## src/rtl/spart_fifo_bridge.sv

```systemverilog
// spart_fifo_bridge: byte FIFOs between the MMU SPART registers and the SPART serial core.
// TX FIFO drains through a 2-state valid/ready output stage; RX FIFO is first-word fall-through.
// Optional build macro SPART_LOOPBACK_EN routes TX accepts into the RX FIFO internally.
module spart_fifo_bridge #(
  parameter int DEPTH  = 16,
  parameter int ADDR_W = 4
) (
  input  logic       clk,
  input  logic       rst_n,
  input  logic       tx_wr,
  input  logic [7:0] tx_wdata,
  input  logic       rx_rd,
  output logic       spart_tx_full,
  output logic       spart_rx_empty,
  output logic [7:0] spart_rx_data,
  output logic [7:0] ser_tx_data,
  output logic       ser_tx_valid,
  input  logic       ser_tx_ready,
  input  logic [7:0] ser_rx_data,
  input  logic       ser_rx_valid,
  output logic       tx_overflow,
  output logic       rx_overrun,
  input  logic       err_clr
);

  localparam logic [ADDR_W:0] FULL_CNT = (ADDR_W+1)'(DEPTH);

  typedef enum logic {
    TX_IDLE = 1'b0,
    TX_HOLD = 1'b1
  } tx_state_e;

  // ---------------------------------------------------------------------------
  // TX FIFO state
  // ---------------------------------------------------------------------------
  logic [7:0]        tx_mem_q [DEPTH];
  logic [ADDR_W-1:0] tx_wptr_q, tx_wptr_d;
  logic [ADDR_W-1:0] tx_rptr_q, tx_rptr_d;
  logic [ADDR_W:0]   tx_cnt_q, tx_cnt_d;
  logic              tx_full_q, tx_full_d;
  logic              tx_empty_q, tx_empty_d;
  logic              tx_overflow_q, tx_overflow_d;
  logic              tx_push;
  logic              tx_pop;
  logic              tx_accept;
  logic              tx_ready_int;

  // Output stage
  tx_state_e         tx_state_q;
  logic              ser_tx_vld_q;
  logic [7:0]        ser_tx_dat_q;

  // ---------------------------------------------------------------------------
  // RX FIFO state
  // ---------------------------------------------------------------------------
  logic [7:0]        rx_mem_q [DEPTH];
  logic [ADDR_W-1:0] rx_wptr_q, rx_wptr_d;
  logic [ADDR_W-1:0] rx_rptr_q, rx_rptr_d;
  logic [ADDR_W:0]   rx_cnt_q, rx_cnt_d;
  logic              rx_full_q, rx_full_d;
  logic              rx_empty_q, rx_empty_d;
  logic [7:0]        rx_head_q, rx_head_d;
  logic              rx_overrun_q, rx_overrun_d;
  logic              rx_push;
  logic              rx_pop;
  logic              rx_in_vld;
  logic [7:0]        rx_in_dat;

  // ---------------------------------------------------------------------------
  // Source selection: external serial core or internal loopback
  // ---------------------------------------------------------------------------
`ifdef SPART_LOOPBACK_EN
  // The RX FIFO is the only consumer, so it alone throttles the output stage.
  assign tx_ready_int = !rx_full_q;
  assign rx_in_vld    = tx_accept;
  assign rx_in_dat    = ser_tx_dat_q;
  assign ser_tx_valid = 1'b0;

  logic unused_loopback;
  assign unused_loopback = ^{ser_tx_ready, ser_rx_valid, ser_rx_data};
`else
  assign tx_ready_int = ser_tx_ready;
  assign rx_in_vld    = ser_rx_valid;
  assign rx_in_dat    = ser_rx_data;
  assign ser_tx_valid = ser_tx_vld_q;
`endif

  assign ser_tx_data    = ser_tx_dat_q;
  assign spart_tx_full  = tx_full_q;
  assign spart_rx_empty = rx_empty_q;
  assign spart_rx_data  = rx_head_q;
  assign tx_overflow    = tx_overflow_q;
  assign rx_overrun     = rx_overrun_q;

  // ---------------------------------------------------------------------------
  // TX FIFO
  // ---------------------------------------------------------------------------

  // TX next-state: full/empty are judged on the pre-cycle count, so a write
  // into a full FIFO is rejected even if the output stage dequeues this cycle.
  always_comb begin
    tx_push       = tx_wr && !tx_full_q;
    tx_accept     = (tx_state_q == TX_HOLD) && tx_ready_int;
    tx_pop        = ((tx_state_q == TX_IDLE) || tx_ready_int) && !tx_empty_q;
    tx_wptr_d     = tx_push ? tx_wptr_q + ADDR_W'(1) : tx_wptr_q;
    tx_rptr_d     = tx_pop  ? tx_rptr_q + ADDR_W'(1) : tx_rptr_q;
    tx_cnt_d      = tx_cnt_q + (ADDR_W+1)'(tx_push) - (ADDR_W+1)'(tx_pop);
    tx_full_d     = (tx_cnt_d == FULL_CNT);
    tx_empty_d    = (tx_cnt_d == '0);
    tx_overflow_d = tx_overflow_q;
    if (tx_wr && tx_full_q) begin
      tx_overflow_d = 1'b1;
    end else if (err_clr) begin
      tx_overflow_d = 1'b0;
    end
  end

  // TX pointer, count, flag and sticky-error registers.
  always_ff @(posedge clk or negedge rst_n) begin
    if (!rst_n) begin
      tx_wptr_q     <= '0;
      tx_rptr_q     <= '0;
      tx_cnt_q      <= '0;
      tx_full_q     <= 1'b0;
      tx_empty_q    <= 1'b1;
      tx_overflow_q <= 1'b0;
    end else begin
      tx_wptr_q     <= tx_wptr_d;
      tx_rptr_q     <= tx_rptr_d;
      tx_cnt_q      <= tx_cnt_d;
      tx_full_q     <= tx_full_d;
      tx_empty_q    <= tx_empty_d;
      tx_overflow_q <= tx_overflow_d;
    end
  end

  // TX storage; contents are don't-care until written, so no reset.
  always_ff @(posedge clk) begin
    if (tx_push) begin
      tx_mem_q[tx_wptr_q] <= tx_wdata;
    end
  end

  // TX output stage: loads the head into a held valid/data register and
  // reloads on the accept cycle so back-to-back bytes have no bubble.
  always_ff @(posedge clk or negedge rst_n) begin
    if (!rst_n) begin
      tx_state_q   <= TX_IDLE;
      ser_tx_vld_q <= 1'b0;
      ser_tx_dat_q <= 8'h00;
    end else begin
      case (tx_state_q)
        TX_IDLE: begin
          if (!tx_empty_q) begin
            ser_tx_dat_q <= tx_mem_q[tx_rptr_q];
            ser_tx_vld_q <= 1'b1;
            tx_state_q   <= TX_HOLD;
          end
        end
        TX_HOLD: begin
          if (tx_ready_int) begin
            if (!tx_empty_q) begin
              ser_tx_dat_q <= tx_mem_q[tx_rptr_q];
            end else begin
              ser_tx_vld_q <= 1'b0;
              tx_state_q   <= TX_IDLE;
            end
          end
        end
      endcase
    end
  end

  // ---------------------------------------------------------------------------
  // RX FIFO
  // ---------------------------------------------------------------------------

  // RX next-state. The head register tracks mem[rptr]; when the incoming byte
  // lands exactly at the new read pointer (FIFO effectively empty) it must
  // bypass the memory, which is only written at the clock edge.
  always_comb begin
    rx_push      = rx_in_vld && !rx_full_q;
    rx_pop       = rx_rd && !rx_empty_q;
    rx_wptr_d    = rx_push ? rx_wptr_q + ADDR_W'(1) : rx_wptr_q;
    rx_rptr_d    = rx_pop  ? rx_rptr_q + ADDR_W'(1) : rx_rptr_q;
    rx_cnt_d     = rx_cnt_q + (ADDR_W+1)'(rx_push) - (ADDR_W+1)'(rx_pop);
    rx_full_d    = (rx_cnt_d == FULL_CNT);
    rx_empty_d   = (rx_cnt_d == '0);
    rx_head_d    = rx_mem_q[rx_rptr_d];
    if (rx_push && (rx_wptr_q == rx_rptr_d)) begin
      rx_head_d = rx_in_dat;
    end
    rx_overrun_d = rx_overrun_q;
    if (rx_in_vld && rx_full_q) begin
      rx_overrun_d = 1'b1;
    end else if (err_clr) begin
      rx_overrun_d = 1'b0;
    end
  end

  // RX pointer, count, flag, head and sticky-error registers.
  always_ff @(posedge clk or negedge rst_n) begin
    if (!rst_n) begin
      rx_wptr_q    <= '0;
      rx_rptr_q    <= '0;
      rx_cnt_q     <= '0;
      rx_full_q    <= 1'b0;
      rx_empty_q   <= 1'b1;
      rx_head_q    <= 8'h00;
      rx_overrun_q <= 1'b0;
    end else begin
      rx_wptr_q    <= rx_wptr_d;
      rx_rptr_q    <= rx_rptr_d;
      rx_cnt_q     <= rx_cnt_d;
      rx_full_q    <= rx_full_d;
      rx_empty_q   <= rx_empty_d;
      rx_head_q    <= rx_head_d;
      rx_overrun_q <= rx_overrun_d;
    end
  end

  // RX storage; contents are don't-care until written, so no reset.
  always_ff @(posedge clk) begin
    if (rx_push) begin
      rx_mem_q[rx_wptr_q] <= rx_in_dat;
    end
  end

endmodule
```

## config.mk

```make
export PLATFORM = sky130hd
export DESIGN_NAME = spart_fifo_bridge
export DESIGN_NICKNAME = d
export VERILOG_FILES = /design/src/rtl/spart_fifo_bridge.sv
export SDC_FILE = /design/constraint.sdc
export NUM_CORES = 1
export LEC_CHECK = 0
export CORE_ASPECT_RATIO = 0.7
export CORE_MARGIN = 2
export CORE_UTILIZATION = 40
export CTS_CLUSTER_DIAMETER = 120
export DETAILED_ROUTE_END_ITERATION = 10
export PLACE_DENSITY_LB_ADDON = 0.15
export SYNTH_ARGS = -nofsm -noshare
export SYNTH_HDL_FRONTEND = slang
export SYNTH_SLANG_ARGS = --single-unit
```

## constraint.sdc

```tcl
create_clock -name clk -period 6.94 [get_ports clk]
set_input_delay 1.388 -clock clk [delete_from_list [all_inputs] [get_ports clk]]
set_output_delay 1.388 -clock clk [all_outputs]
set_load 0.05 [all_outputs]
```

==> results.txt <==
Maximum operating frequency -> 219 MHz
Switch share -> 37.6%
R2r startpoint -> spart_rx_empty
Vias per inst -> 5.55
Initial antenna violation count -> 0
Worst Clk Skew -> 0.0123 ns
Routed Antenna Nets -> 0
Top-area cell type share of the netlist area -> 56.8%
Hold Buf Count CTS -> 0
Clock network power share -> 22.2%
Number of fill cells in the layout -> 2,936
CP Class -> primary input to register
Hold path cells -> 1
CP cell instances -> clkdlybuf4s50_1 > nand2b_4 > inv_8 > xnor2_4 > buf_4 > inv_2 > o22ai_1 > a21oi_1 > mux4_1 > mux2_4
Placer congestion estimate -> 0.811
CTS Buf Count -> 31
Setup_tns -> 0 ns
Sequential share of power -> 35.6%
Top cells by area, synth -> edfxtp_1 57%, dfrtp_1 8.9%, mux4_2 7.5%
Slew margin rel. -> 23.4%
Multi-input gate area -> 4060 um2
TritonCTS clock tree -> built
CTS clk-pin slew, worst paths -> 0.06 ns
Hold endpoint -> tx_state_q
Post-synthesis sequential area ratio -> 66.1%
Fin crit share -> 65.7%
Fin util -> 45.6%
P&R area growth vs syn -> 12.6%
Delay of the slowest cell on the worst path -> 0.51 ns
FF+latch count, synth -> 306
Mapped cell area -> 13,500 um2
Worst Path Arrival -> 5.01 ns
Critical path launch point -> rx_rd
Most area-hungry cell type in the Yosys netlist -> edfxtp_1
DIE WIDTH -> 224 um
Vert. Die Dim -> 158 um
First-pass GRT wire length -> 48,100 um
Final Critical Period -> 4.56 ns
Sw power -> 2.71 mW
CTS sink cnt -> 306
Final hold violation count -> 0
Pleak -> 5.22 nW
PwrDens -> 473 nW/um2
Worst Hold Class -> register to register
Starting DRT DRC Count -> 783
IO Count -> 44
Die area -> 35,300 um2
Sequential cell area -> 8950 um2
Status -> complete, no violations
Pint -> 4.49 mW
Worst-margin pin slew -> 1.14 ns
Gate Count Post-Synth -> 955
Post-CTS Resized -> 0
R2R Setup Slk -> 2.95 ns
RSZ-0062 raised after global routing -> false
Crit path launch type -> primary input
Worst-path fanout max -> 81
R2R depth -> 9
Worst path required time -> 7.40 ns
Hold Path Origin -> tx_empty_q
Nets@finish -> 1,023
Final wirelength -> 31,700 um
Initial DRT Pass Iterations -> 7
Clock Latency Late Sink -> 0.58 ns
Largest net degree at the start of global routing -> 82
Netlist cell types -> 42
Layout cells sized above 1 -> 13.4%
CP endpoint kind -> register
Warnings from Yosys -> 0
Setup Buffers After CTS -> 0
Initial core utilization -> 40.5%
GR Overflow Total -> 0
Root Driver -> clkbuf_16
Crit path max-delay cell type -> inv_8
Vias in the first global route -> 7,709
Max cap viols -> 0
Synth Area per Inst -> 14.2 um2
Via count -> 7,976
Rows -> 56
Post-DP HPWL -> 19,700 um
PortBufs -> 43
Setup violations, final -> 0
Synthesized net count -> 1,000
Final Max Slew Viols -> 0
DR WL/cell -> 22.1 um
Total GRT Usage -> 18.3%
Combinational power share -> 42.2%
Clock buffer depth -> 3
Core area -> 33,400 um2
Peak supply drop -> 0.207 mV
N_diodes -> 0
Reg-to-Reg End -> spart_rx_data[0]
H-tree depth -> 1
Residual DRC count -> 0
==> cells by family (layout without fill, tap and decap cells) <==
logic type               count (synthesis)  in the layout  synth area share (%)
multiplexers                            66             66                  9.79
AND/OR/NAND/NOR                        226            226                  8.27
buffers and inverters                  119            167                  3.97
AO/OA/AOI/OAI                          192            192                  7.94
XOR/XNOR                                24             24                  1.80
flip-flops                             306            306                  66.1
adder cells (fa/ha/maj)                 22             22                  2.15
==> registers in the layout (all words and copies together) (netlist names), 4 cells and up <==
name,count
rx_wptr_q,4
tx_cnt_q,5
ser_tx_data,8
rx_mem_q,128
tx_mem_q,128
spart_rx_data,8
rx_cnt_q,5
tx_wptr_q,4
tx_rptr_q,4
rx_rptr_q,4
==> routing by layer <==
layer | vias to the layer above | track usage, % | routed length, um
met3 | 40 | 3.17 | 2050
met2 | 263 | 26.3 | 13400
li1 | 3625 | - | -
met1 | 4048 | 28.9 | 15800
met4 | 0 | 3.59 | 539
met5 | - | 0 | 0
==> through the flow <==
step / cell area (um2) / cells / total power [mW] / hold slack (ns) / setup slack (ns)
3_5_place_dp: 14300 / 1380 / 5.65 / 0.474 / 1.81
2_1_floorplan: 13500 / 955 / 4.87 / 0.442 / 3.21
4_1_cts: 15200 / 1438 / 7.27 / 0.496 / 2.41
5_1_grt: 15200 / 1438 / 7.66 / 0.515 / 2.17
3_3_place_gp: 14300 / 1380 / 5.63 / 0.463 / 1.89
6_report: 15200 / 1438 / 7.20 / 0.492 / 2.38
==> power groups by stage <==
stage               clock (mW)  sequential, mW  combinational (mW)
CTS                       1.64            2.57                3.06
floorplan                    0            2.65                2.22
finish                    1.60            2.57                3.04
global route              1.71            2.60                3.35
global placement             0            2.60                3.03
detailed placement           0            2.60                3.05
==> placed cells by master, fill, tap and decap left out, types with 18 or more instances in the layout <==
| cell type | netlist | layout |
|---|---|---|
| nor3_1 | 38 | 38 |
| xnor2_1 | 18 | 18 |
| edfxtp_1 | 256 | 256 |
| nand2b_1 | 18 | 18 |
| a21oi_1 | 69 | 68 |
| nor2b_1 | 20 | 20 |
| nor2_1 | 95 | 95 |
| mux4_2 | 45 | 45 |
| clkbuf_16 | 0 | 31 |
| clkdlybuf4s50_1 | 0 | 42 |
| dfrtp_1 | 48 | 46 |
| o21ai_0 | 62 | 62 |
| inv_1 | 53 | 53 |
| ha_1 | 20 | 19 |
==> cells in the mapped netlist (all sizes together) <==
library cell,count
nor3b,1
buf,26
or4,2
dfrtp,48
a21o,4
ha,20
nor4,16
xor2,3
xnor2,21
nand2b,19
mux4,48
nor2,95
edfxtp,256
dfstp,2
nand4,4
nand3,1
a2bb2oi,1
inv,55
and3,1
clkbuf,38
o21ai,70
mux2,18
fa,2
nand2,13
and2,16
nor3,38
o22ai,16
a21oi,69
a31oi,16
nor2b,20
o221ai,16
==> worst max-delay path: cells and delay by family <==
kind / cells / cell delay [ns]
mux: 2 / 0.76
compound gates: 2 / 0.35
buf+inv: 4 / 1.83
xor+xnor: 1 / 0.15
simple gates: 1 / 0.46
==> how the worst max path moves through the flow <==
stage | endpoint | slack (ns) | depth (start not counted)
after CTS | spart_rx_data[0] | 2.41 | 10
after global routing | spart_rx_data[7] | 2.17 | 10
final | spart_rx_data[0] | 2.38 | 10
after global placement | spart_rx_data[0] | 1.89 | 10
after floorplan | rx_full_q | 3.21 | 11
after detailed placement | spart_rx_data[7] | 1.81 | 10
==> layout make-up <==
| class | count | area share (%) |
|---|---|---|
| sequential | 306 | 58.7 |
| multi-input combinational | 530 | 26.6 |
| clock buffer | 37 | 5.24 |
| tap | 435 | 3.57 |
| timing repair buffer | 54 | 3.33 |
| inverter | 55 | 1.40 |
| clock inverter | 21 | 1.07 |
Note: power is estimated with default switching activity, not from simulation.
